$ cat config.mk
export PLATFORM = sky130hd
export DESIGN_NAME = bs_ctrl
export DESIGN_NICKNAME = d
export VERILOG_FILES = /design/src/rtl/bs_pkg.sv /design/src/rtl/bs_lat_timer.sv /design/src/rtl/bs_ctrl.sv
export SDC_FILE = /design/constraint.sdc
export NUM_CORES = 1
export LEC_CHECK = 0
export ABC_AREA = 1
export BUFFER_PORTS_ARGS = -buffer_cell sky130_fd_sc_hd__buf_2
export CAP_MARGIN = 25
export CORE_UTILIZATION = 49
export CTS_BUF_LIST = sky130_fd_sc_hd__clkbuf_8
export DETAILED_ROUTE_END_ITERATION = 7
export HOLD_SLACK_MARGIN = 0.06
export PLACE_DENSITY = 0.7
export SLEW_MARGIN = 20
export SYNTH_ARGS = -nofsm -noshare
export SYNTH_HDL_FRONTEND = slang
export SYNTH_SLANG_ARGS = --single-unit
export TNS_END_PERCENT = 10
$ cat constraint.sdc
create_clock -name clk -period 7.06 [get_ports clk]
set_input_delay 1.412 -clock clk [delete_from_list [all_inputs] [get_ports clk]]
set_output_delay 1.412 -clock clk [all_outputs]
set_load 0.01 [all_outputs]
$ cat src/rtl/bs_pkg.sv
`default_nettype none
// ============================================================================
//  Module      : bs_pkg
//  Description : Shared types and constants for the binary-search controller:
//                FSM state encoding, default ROM geometry and the legal range
//                of the ROM read latency.
//  Revision    : 1.0 - initial release
// ============================================================================
package bs_pkg;

    // Default ROM geometry
    localparam int c_ADDR_W_DEFAULT = 5;
    localparam int c_DATA_W_DEFAULT = 8;

    // Legal ROM read latency window (cycles)
    localparam int c_RD_LAT_MIN = 1;
    localparam int c_RD_LAT_MAX = 3;

    // Controller state encoding
    typedef enum logic [2:0] {
        ST_IDLE   = 3'd0,
        ST_SETUP  = 3'd1,
        ST_SEARCH = 3'd2,
        ST_CMP    = 3'd3,
        ST_DONE   = 3'd4
    } bs_state_t;

endpackage : bs_pkg
`default_nettype wire

$ cat src/rtl/bs_lat_timer.sv
`default_nettype none
// ============================================================================
//  Module      : bs_lat_timer
//  Description : Loadable down-counter that paces ROM read latency. It is
//                loaded with RD_LAT-1 whenever a new probe address is set up,
//                decremented while waiting, and flags expiry at zero.
//  Ports       : clk      - system clock
//                reset    - asynchronous active-low reset
//                load     - load load_val (priority over dec)
//                load_val - reload value
//                dec      - decrement request (saturates at zero)
//                expired  - counter is zero
//  Revision    : 1.0 - initial release
// ============================================================================
module bs_lat_timer #(
    parameter int CNT_W = 2
) (
    input  logic             clk,
    input  logic             reset,
    input  logic             load,
    input  logic [CNT_W-1:0] load_val,
    input  logic             dec,
    output logic             expired
);

    logic [CNT_W-1:0] r_cnt;

    always_ff @(posedge clk or negedge reset) begin
        if (!reset) begin
            r_cnt <= '0;
        end else if (load) begin
            r_cnt <= load_val;
        end else if (dec && (r_cnt != '0)) begin
            r_cnt <= r_cnt - {{(CNT_W-1){1'b0}}, 1'b1};
        end
    end

    assign expired = (r_cnt == '0);

endmodule : bs_lat_timer
`default_nettype wire

$ cat src/rtl/bs_ctrl.sv
`default_nettype none
// ============================================================================
//  Module      : bs_ctrl
//  Description : Binary-search sequencing controller. Latches a target on a
//                start request, probes an ascending synchronous ROM at the
//                window midpoint, narrows [lo,hi] after each compare and
//                reports found/loc when the search terminates.
//  Ports       : clk, reset (async active-low)
//                start, target          - request handshake
//                rom_addr, rom_q        - ROM read port (rom_addr = mid)
//                busy, done, found, loc - status and result
//                probes                 - probe counter (optional, see below)
//  Config      : define BS_CTRL_PROBE_CNT_EN to add the 'probes' output port.
//  Revision    : 1.0 - initial release
// ============================================================================
module bs_ctrl
    import bs_pkg::*;
#(
    parameter int ADDR_W = c_ADDR_W_DEFAULT,
    parameter int DATA_W = c_DATA_W_DEFAULT,
    parameter int RD_LAT = 1
) (
    input  logic              clk,
    input  logic              reset,
    input  logic              start,
    input  logic [DATA_W-1:0] target,
    output logic [ADDR_W-1:0] rom_addr,
    input  logic [DATA_W-1:0] rom_q,
    output logic              busy,
    output logic              done,
    output logic              found,
    output logic [ADDR_W-1:0] loc
`ifdef BS_CTRL_PROBE_CNT_EN
    ,
    output logic [$clog2(ADDR_W+2)-1:0] probes
`endif
);

    // Out-of-range latencies are clamped into the supported window
    localparam int c_RD_LAT_EFF = (RD_LAT < c_RD_LAT_MIN) ? c_RD_LAT_MIN :
                                  (RD_LAT > c_RD_LAT_MAX) ? c_RD_LAT_MAX : RD_LAT;
    localparam logic [1:0]        c_WAIT_INIT = 2'(c_RD_LAT_EFF - 1);
    localparam logic [ADDR_W:0]   c_HI_INIT   = {1'b0, {ADDR_W{1'b1}}};
    localparam logic [ADDR_W:0]   c_ONE       = {{ADDR_W{1'b0}}, 1'b1};
    localparam logic [ADDR_W-1:0] c_MID_MAX   = {ADDR_W{1'b1}};

    bs_state_t r_state, w_state_nxt;

    // lo/hi carry one extra bit so lo can pass hi without wrapping
    logic [ADDR_W:0]   r_lo, r_hi, w_lo_nxt, w_hi_nxt;
    logic [ADDR_W:0]   w_lo_upd, w_hi_upd;
    logic [DATA_W-1:0] r_tgt, w_tgt_nxt;
    logic              r_found, w_found_nxt;
    logic [ADDR_W-1:0] r_loc, w_loc_nxt;
    logic [ADDR_W-1:0] w_mid;
    logic              w_tmr_load, w_tmr_dec, w_tmr_expired;
    logic              w_probe_clr, w_probe_inc;

    // lo+hi never exceeds 2*(2**ADDR_W-1), so ADDR_W+1 bits hold the sum
    assign w_mid = ADDR_W'((r_lo + r_hi) >> 1);

    bs_lat_timer #(
        .CNT_W (2)
    ) u_lat_timer (
        .clk      (clk),
        .reset    (reset),
        .load     (w_tmr_load),
        .load_val (c_WAIT_INIT),
        .dec      (w_tmr_dec),
        .expired  (w_tmr_expired)
    );

    // ---------------------------------------------------------------- state
    always_ff @(posedge clk or negedge reset) begin
        if (!reset) begin
            r_state <= ST_IDLE;
            r_lo    <= '0;
            r_hi    <= '0;
            r_tgt   <= '0;
            r_found <= 1'b0;
            r_loc   <= '0;
        end else begin
            r_state <= w_state_nxt;
            r_lo    <= w_lo_nxt;
            r_hi    <= w_hi_nxt;
            r_tgt   <= w_tgt_nxt;
            r_found <= w_found_nxt;
            r_loc   <= w_loc_nxt;
        end
    end

    // ----------------------------------------------------- next state/data
    always_comb begin
        w_state_nxt = r_state;
        w_lo_nxt    = r_lo;
        w_hi_nxt    = r_hi;
        w_tgt_nxt   = r_tgt;
        w_found_nxt = r_found;
        w_loc_nxt   = r_loc;
        w_lo_upd    = r_lo;
        w_hi_upd    = r_hi;
        w_tmr_load  = 1'b0;
        w_tmr_dec   = 1'b0;
        w_probe_clr = 1'b0;
        w_probe_inc = 1'b0;

        case (r_state)
            ST_IDLE: begin
                if (start) begin
                    w_state_nxt = ST_SETUP;
                end
            end

            ST_SETUP: begin
                w_tgt_nxt   = target;
                w_lo_nxt    = '0;
                w_hi_nxt    = c_HI_INIT;
                w_found_nxt = 1'b0;
                w_loc_nxt   = '0;
                w_tmr_load  = 1'b1;
                w_probe_clr = 1'b1;
                w_state_nxt = ST_SEARCH;
            end

            ST_SEARCH: begin
                // rom_addr is held stable while the ROM read completes
                if (w_tmr_expired) begin
                    w_state_nxt = ST_CMP;
                end else begin
                    w_tmr_dec = 1'b1;
                end
            end

            ST_CMP: begin
                w_probe_inc = 1'b1;
                if (rom_q == r_tgt) begin
                    w_found_nxt = 1'b1;
                    w_loc_nxt   = w_mid;
                    w_state_nxt = ST_DONE;
                end else if (rom_q < r_tgt) begin
                    if (w_mid == c_MID_MAX) begin
                        w_state_nxt = ST_DONE;
                    end else begin
                        w_lo_upd = {1'b0, w_mid} + c_ONE;
                        w_lo_nxt = w_lo_upd;
                        // window collapsed: not found
                        if (w_lo_upd > r_hi) begin
                            w_state_nxt = ST_DONE;
                        end else begin
                            w_tmr_load  = 1'b1;
                            w_state_nxt = ST_SEARCH;
                        end
                    end
                end else begin
                    if (w_mid == '0) begin
                        w_state_nxt = ST_DONE;
                    end else begin
                        w_hi_upd = {1'b0, w_mid} - c_ONE;
                        w_hi_nxt = w_hi_upd;
                        if (r_lo > w_hi_upd) begin
                            w_state_nxt = ST_DONE;
                        end else begin
                            w_tmr_load  = 1'b1;
                            w_state_nxt = ST_SEARCH;
                        end
                    end
                end
            end

            ST_DONE: begin
                // no auto-restart: start must drop before a new request
                if (!start) begin
                    w_state_nxt = ST_IDLE;
                end
            end

            default: begin
                w_state_nxt = ST_IDLE;
            end
        endcase
    end

    // -------------------------------------------------------------- outputs
    assign rom_addr = w_mid;
    assign busy     = (r_state == ST_SETUP) || (r_state == ST_SEARCH) ||
                      (r_state == ST_CMP);
    assign done     = (r_state == ST_DONE);
    assign found    = r_found;
    assign loc      = r_loc;

`ifdef BS_CTRL_PROBE_CNT_EN
    localparam int c_PROBE_W = $clog2(ADDR_W+2);

    logic [c_PROBE_W-1:0] r_probes;

    always_ff @(posedge clk or negedge reset) begin
        if (!reset) begin
            r_probes <= '0;
        end else if (w_probe_clr) begin
            r_probes <= '0;
        end else if (w_probe_inc) begin
            r_probes <= r_probes + {{(c_PROBE_W-1){1'b0}}, 1'b1};
        end
    end

    assign probes = r_probes;
`else
    // Without the counter the probe strobes have no consumer
    logic w_probe_unused;
    assign w_probe_unused = w_probe_clr ^ w_probe_inc;
`endif

endmodule : bs_ctrl
`default_nettype wire

Word level (Yosys, flattened, before mapping)
Cells that the tools add are included.
- flip-flop bits (word level): 31
- input bits: 19
- output and inout bits: 13
- logic and storage cells: 75
- add/subtract/negate cells: 4
- order comparisons: 3
- eq/ne operators: 15
- mux-type cells: 33
- reductions and logical operators: 13
- operator list (cell ; number):
    2-to-1 mux 6 bit ; 6
    2-to-1 mux 3 bit ; 9
    one-hot mux 6 bit (2 select lines) ; 2
    inequality test 2 bit, second input constant ; 8
    one-hot mux 3 bit (5 select lines) ; 1
    > comparator 6 bit ; 2
    one-hot mux 5 bit (2 select lines) ; 1
    2-to-1 mux 1 bit ; 9
    equality test 8 bit ; 1
    less-than comparator 8 bit ; 1
    AND reduction 4 bit ; 2
    adder 5 x 1 -> 6 bit, second input constant ; 1
    adder 6 bit ; 1
    equality test 3 x 2 -> 1 bit, second input constant ; 2
    nonzero test 2 bit ; 3
    subtractor 5 x 1 -> 6 bit, second input constant ; 1
    equality test 5 bit, second input constant ; 1
    logical NOT 5 bit ; 1
    2-to-1 mux 5 bit ; 1
    2-to-1 mux 2 bit ; 2
    one-hot mux 1 bit (2 select lines) ; 2
    equality test 3 x 1 -> 1 bit, second input constant ; 1
    equality test 3 bit, second input constant ; 1
    logical NOT 3 bit ; 1
    7 further kinds ; 8

Depth between registers and ports, before layout
- word-level depth: 9
- depth in mapped cells: 23
- gate-level depth less buffers: 23

Hierarchy
A second synthesis with hierarchy kept.
- cell total of the unflattened synthesis: 316
- area, all modules: 2407.3 µm²
- modules (own cells, without submodules) (module ; times used ; cells each ; area an instance (µm²) ; seq. area each (µm²)):
    bs_ctrl ; 1 ; 297 ; 2279.7 ; 725.7
    bs_lat_timer ; 1 ; 19 ; 127.6 ; 50.0

Least setup slack after synthesis
No wires, ideal clock.
- path kind: register to register
- start point: reg r_lo[1]
- end point: reg u_lat_timer.r_cnt[0]
- setup time: 0.071 ns
- arrival: 2.951 ns
- required time: 6.989 ns
- slack: 4.037 ns
- cell stages (with the launch flop): 20
- buffers on the path: 0
- period minus slack after synthesis: 3.023 ns
- path through: dfrtp_1 -> inv_1 -> fa_1 -> xnor2_1 -> inv_1 -> ha_1 -> nand2_1 -> o21ai_0 -> and2_1 -> ha_1 -> nand2_1 -> nor2_1 -> o21ai_0 -> o211ai_1 -> nand2_1 -> nand3_1 -> nand2_1 -> nand3_1 -> nand2_1 -> nor2_1
- word-level cells in the longest chain between the ends: 9
- elaborated cells on any way between the ends: 16
- those cells by class: 3 x add/sub; 2 x order compare; 1 x eq/ne; 8 x mux; 2 x reduce/logical
- RTL lines (what ; RTL line ; source):
    start: declaration ; bs_ctrl.sv:50 ; logic [ADDR_W:0] r_lo, r_hi, w_lo_nxt, w_hi_nxt;
    start signal: assignment ; bs_ctrl.sv:84 ; r_lo <= w_lo_nxt;
    adder 6 bit (*) ; bs_ctrl.sv:60 ; assign w_mid = ADDR_W'((r_lo + r_hi) >> 1);
    named net rom_addr[1] ; bs_ctrl.sv:27 ; output logic [ADDR_W-1:0] rom_addr,
    subtractor 5 x 1 -> 6 bit / adder 5 x 1 -> 6 bit (equally long branches) ; bs_ctrl.sv:158, bs_ctrl.sv:144 ;
    > comparator 6 bit, on equally long branches ; bs_ctrl.sv:160, bs_ctrl.sv:147 ;
    2-to-1 mux 1 bit, on equally long branches ; bs_ctrl.sv:160, bs_ctrl.sv:147 ;
    2-to-1 mux 1 bit, on equally long branches ; bs_ctrl.sv:155, bs_ctrl.sv:141 ;
    2-to-1 mux 1 bit (*) ; bs_ctrl.sv:140 ; end else if (rom_q < r_tgt) begin
    2-to-1 mux 1 bit (*) ; bs_ctrl.sv:136 ; if (rom_q == r_tgt) begin
    one-hot mux 1 bit (2 select lines) (*) ; bs_ctrl.sv:107 ; case (r_state)
    2-to-1 mux 2 bit / nonzero test 2 bit (equally long branches) ; -- ;
    end signal: assignment ; bs_lat_timer.sv:32 ; r_cnt <= load_val;
    end signal: assignment ; bs_lat_timer.sv:34 ; r_cnt <= r_cnt - {{(CNT_W-1){1'b0}}, 1'b1};
    end: declaration ; bs_lat_timer.sv:26 ; logic [CNT_W-1:0] r_cnt;
The timed path passes the listed nets; every way through them passes the cells marked *.
A chain may end at the register's enable or synchronous reset.

Final worst setup path
- start point: reg r_lo[1]
- end point: reg u_lat_timer.r_cnt[0]
- word-level cells in the longest chain between the ends: 9
- elaborated cells on any way between the ends: 16
- those cells by class: 3 x add/sub; 2 x order compare; 1 x eq/ne; 8 x mux; 2 x reduce/logical
- RTL lines (what ; RTL line):
    adder 6 bit ; bs_ctrl.sv:60
    subtractor 5 x 1 -> 6 bit / adder 5 x 1 -> 6 bit (equally long branches) ; bs_ctrl.sv:158, bs_ctrl.sv:144
    > comparator 6 bit, on equally long branches ; bs_ctrl.sv:160, bs_ctrl.sv:147
    2-to-1 mux 1 bit, on equally long branches ; bs_ctrl.sv:160, bs_ctrl.sv:147
    2-to-1 mux 1 bit, on equally long branches ; bs_ctrl.sv:155, bs_ctrl.sv:141
    2-to-1 mux 1 bit (*) ; bs_ctrl.sv:140
    2-to-1 mux 1 bit (*) ; bs_ctrl.sv:136
    one-hot mux 1 bit (2 select lines) (*) ; bs_ctrl.sv:107
    2-to-1 mux 2 bit / nonzero test 2 bit (equally long branches) ; --
Every way passes the cells marked *; elsewhere a longest branch is shown, timed or not.

==> results.txt <==
----------------------------------------------------
[Run status]
  Outcome ... complete, no violations

[Clock network]
  Number of buffers created by CTS ... 5
  Number of levels the H-tree was split into ... 2
  Hold Buf Count CTS ... 0
  Clock Latency Late Sink ... 0.28 ns
  Clock tree root buffer cell ... clkbuf_8
  Clock-pin slew on the worst setup and hold paths ... 0.06 ns
  Bufs on Longest Clock Path ... 2
  Number of gates given a new drive strength after cts ... 0
  Number of sinks on the clock net ... 31
  CTS tree ... built
  Postcts setup bufs ... 0

[Logic synthesis]
  Area fraction of the dominant cell type after synthesis ... 34.9%
  Cell types occupying the most area after synthesis ... dfrtp_1 (35%), ha_1 (17%), nand2_1 (13%)
  Gate Count Post-Synth ... 291
  Area of the mapped netlist ... 2220 µm²
  Proportion of synthesized chip area in sequential cells ... 34.9%
  Synth warnings ... 0
  Net Count, Synth ... 341
  Most instantiated flip-flop cell in the synthesis netlist ... dfrtp_1
  Synth unique cells ... 30
  Register bit count reported by yosys ... 31
  Most area-hungry cell type in the Yosys netlist ... dfrtp_1
  Async S/R FF share, synth ... 100%
  Post-synth EDFFs ... 0
  Average instance area after synthesis ... 7.64 µm²

[Timing]
  Setup repair after global routing missed its margin ... no
  Aggregate negative setup slack ... 0 ns
  Final Cycle Share ... 48.6%
  Relative slew slack ... 45.9%
  Minimum clock period after layout ... 3.43 ns
  Endpoints failing hold ... 0
  Count of pins over their slew limit ... 0
  Setup Viol. Count Final ... 0
  Maximum achievable frequency ... 0.292 GHz
  Transition at the pin with the smallest max-transition slack ... 0.809 ns
  Worst clock skew ... 0.0100 ns

[Layout]
  Number of filler instances in the final layout ... 437
  Diodes inserted ... 0
  Non-filler instance count after layout ... 378
  Share of cells above drive strength 1 ... 16.6%
  Commonest cells after routing, fill and taps aside ... nand2_1 (78), inv_1 (45), dfrtp_1 (31), buf_2 (31), ha_1 (30)
  Final #Nets ... 377
  Signed area change from the synthesized netlist to the final layout ... 12.8%
  Most common cell after layout, fill and taps aside ... nand2_1

[Critical path]
  Kind of critical path ... flop to flop
  Category of the worst setup path launch point ... flop
  Most frequent cell on the critical path ... nand2_1
  Buffers plus inverters on the worst setup path ... 2
  Critical Path End Type ... flop
  Critical path peak fanout ... 6
  Highest cell delay on the worst timing path ... 0.46 ns
  Slowest cell on crit path ... fa_1
  Required time reported for the critical path endpoint ... 7.26 ns
  Category of cells accounting for the largest share of critical-path delay ... adder cells
  Arr. time, crit path ... 3.63 ns
  Series of cell instances along the critical path ... inv_1 -> fa_1 -> xnor2_1 -> inv_1 -> ha_1 -> nand2_1 -> o21ai_0 -> and2_1 -> ha_1 -> nand2_1 -> nor2_1 -> o21ai_0 -> o211ai_1 -> nand2_1 -> nand3_1 -> nand2_1 -> nand3_1 -> nand2_1 -> nor2_1

[Global routing]
  Antenna violations before repair ... 0
  First-pass GRT wire length ... 8.60 mm
  Met2 Track Usage GR ... 36.8%
  Maximum number of pins on one net before global-route repair ... 32
  Total grt overflow ... 0
  Via count of the first global-routing pass ... 1900
  Grt met1 use ... 29.7%
  Most used routing layer in global routing ... met2
  Tot GR Track Use ... 22.3%
  Global Route met3 Usage ... 5.52%

[Floorplan]
  Die Ht ... 69.3 µm
  Starting Density ... 51.0%
  Area of the core ... 4350 µm²
  Die boundary width ... 69.3 µm
  Rows ... 24
  Boundary pin count ... 32
  Die footprint ... 4810 µm²

[Drt]
  Drc violations ... 0
  Detailed-routing iteration count for the pre-antenna-repair pass ... 4
  Vias per Instance ... 5.09
  Detailed Route WL ... 4.87 mm
  Routed vias ... 1924
  Initial detailed-routing violation count ... 115
  Drt wl/cell ... 12.9 µm
  DRT antenna net count ... 0

[Pwr]
  Leakage ... 1.41 nW
  Worst supply voltage drop on vdd ... 251 µV
  Cell area power density ... 516 nW/µm²

[Run]
  Max-cap viol count ... 0

[Worst hold path]
  Class of the worst hold path ... flop to flop

[Placement]
  Placed Instances ... 372
  Routability Congestion ... 0.885
  Placed wire-length estimate ... 3.88 mm
  Count of buffers from port buffering ... 31

----------------------------------------------------
-- cell usage after synthesis (3+ instances only) --
cell type and count:
nand4_1 3, xnor2_1 3, o21ai_0 18, nand2_1 78
ha_1 30, nor2_1 19, o21ai_1 8, inv_2 6
a21oi_1 10, inv_1 44, nand3_1 16, nand2_2 5
dfrtp_1 31
-- worst register-to-register path: cells and delay by family, from the launching register on --
family          cells  cell delay, ns
fa+ha+maj           3            0.99
buf+inv             2            0.29
compound gates      3            0.29
flops               1            0.39
simple gates       10            0.98
xor+xnor            1            0.42
-- through the flow --
step	setup WS (ns)	power, mW	hold slack, ns	instance area [µm²]	utilization [%]
final	3.63	1.29	0.479	2510	57.6
after global routing	3.34	1.45	0.506	2510	57.6
after CTS	3.59	1.30	0.481	2510	57.6
after detailed placement	3.68	1.16	0.466	2430	55.9
after global placement	3.81	1.15	0.456	2430	55.9
after floorplan	4.04	0.932	0.443	2220	-
-- metal layers --
metal  part of all wire [%]  routed length, µm  up-vias
li1                       -                  -      995
met1                     47               2300      860
met2                     46               2230       62
met3                    5.8                281        7
met4                    1.1                 55        0
met5                      0                  0        -
-- path summary, 6_finish.rpt --
| path | from | end | slack (ns) | depth (start not counted) |
|---|---|---|---|---|
| worst max-delay path | r_lo[1] | u_lat_timer.r_cnt[0] | 3.63 | 19 |
| max in group asynchronous | reset | loc[1] | 5.41 | 1 |
| worst min register to register | loc[1] | loc[1] | 0.48 | 2 |
| min in group asynchronous | reset | loc[2] | 1.19 | 1 |
| worst min-delay path | loc[1] | loc[1] | 0.48 | 2 |
| worst max register to register | r_lo[1] | u_lat_timer.r_cnt[0] | 3.63 | 19 |
-- state kept, by name, summed over array words and instances (netlist names) --
signal	cells
u_lat_timer.r_cnt	2
r_state	3
r_tgt	8
r_lo	6
loc	5
r_hi	6
found	1
-- cell type report --
cell class              instances  area (µm²)  area share, %
clock buffers                   5        68.8           2.75
clock inverters                 1        3.75          0.150
inverters                      50         188           7.49
multi-input cells             208        1250           49.9
flip-flops and latches         31         776           31.0
well taps                      52        65.1           2.60
repair buffers                 31         155           6.19
-- where the power goes --
part | internal (mW) | total [mW] | switching (mW)
clock network | 0.0642 | 0.126 | 0.0620
registers | 0.236 | 0.269 | 0.0332
logic | 0.320 | 0.898 | 0.579
total | 0.620 | 1.29 | 0.674
-- logic make-up (layout without fill, tap and decap cells) --
logic type,Yosys count,after routing,share of synthesized area (%)
compound gates,42,42,10.6
flops,31,31,34.9
buf+inv,52,87,8.84
simple gates,130,130,25.5
fa+ha+maj,31,31,17.8
xor+xnor,5,5,2.31
(Power assumes the default switching activity.)
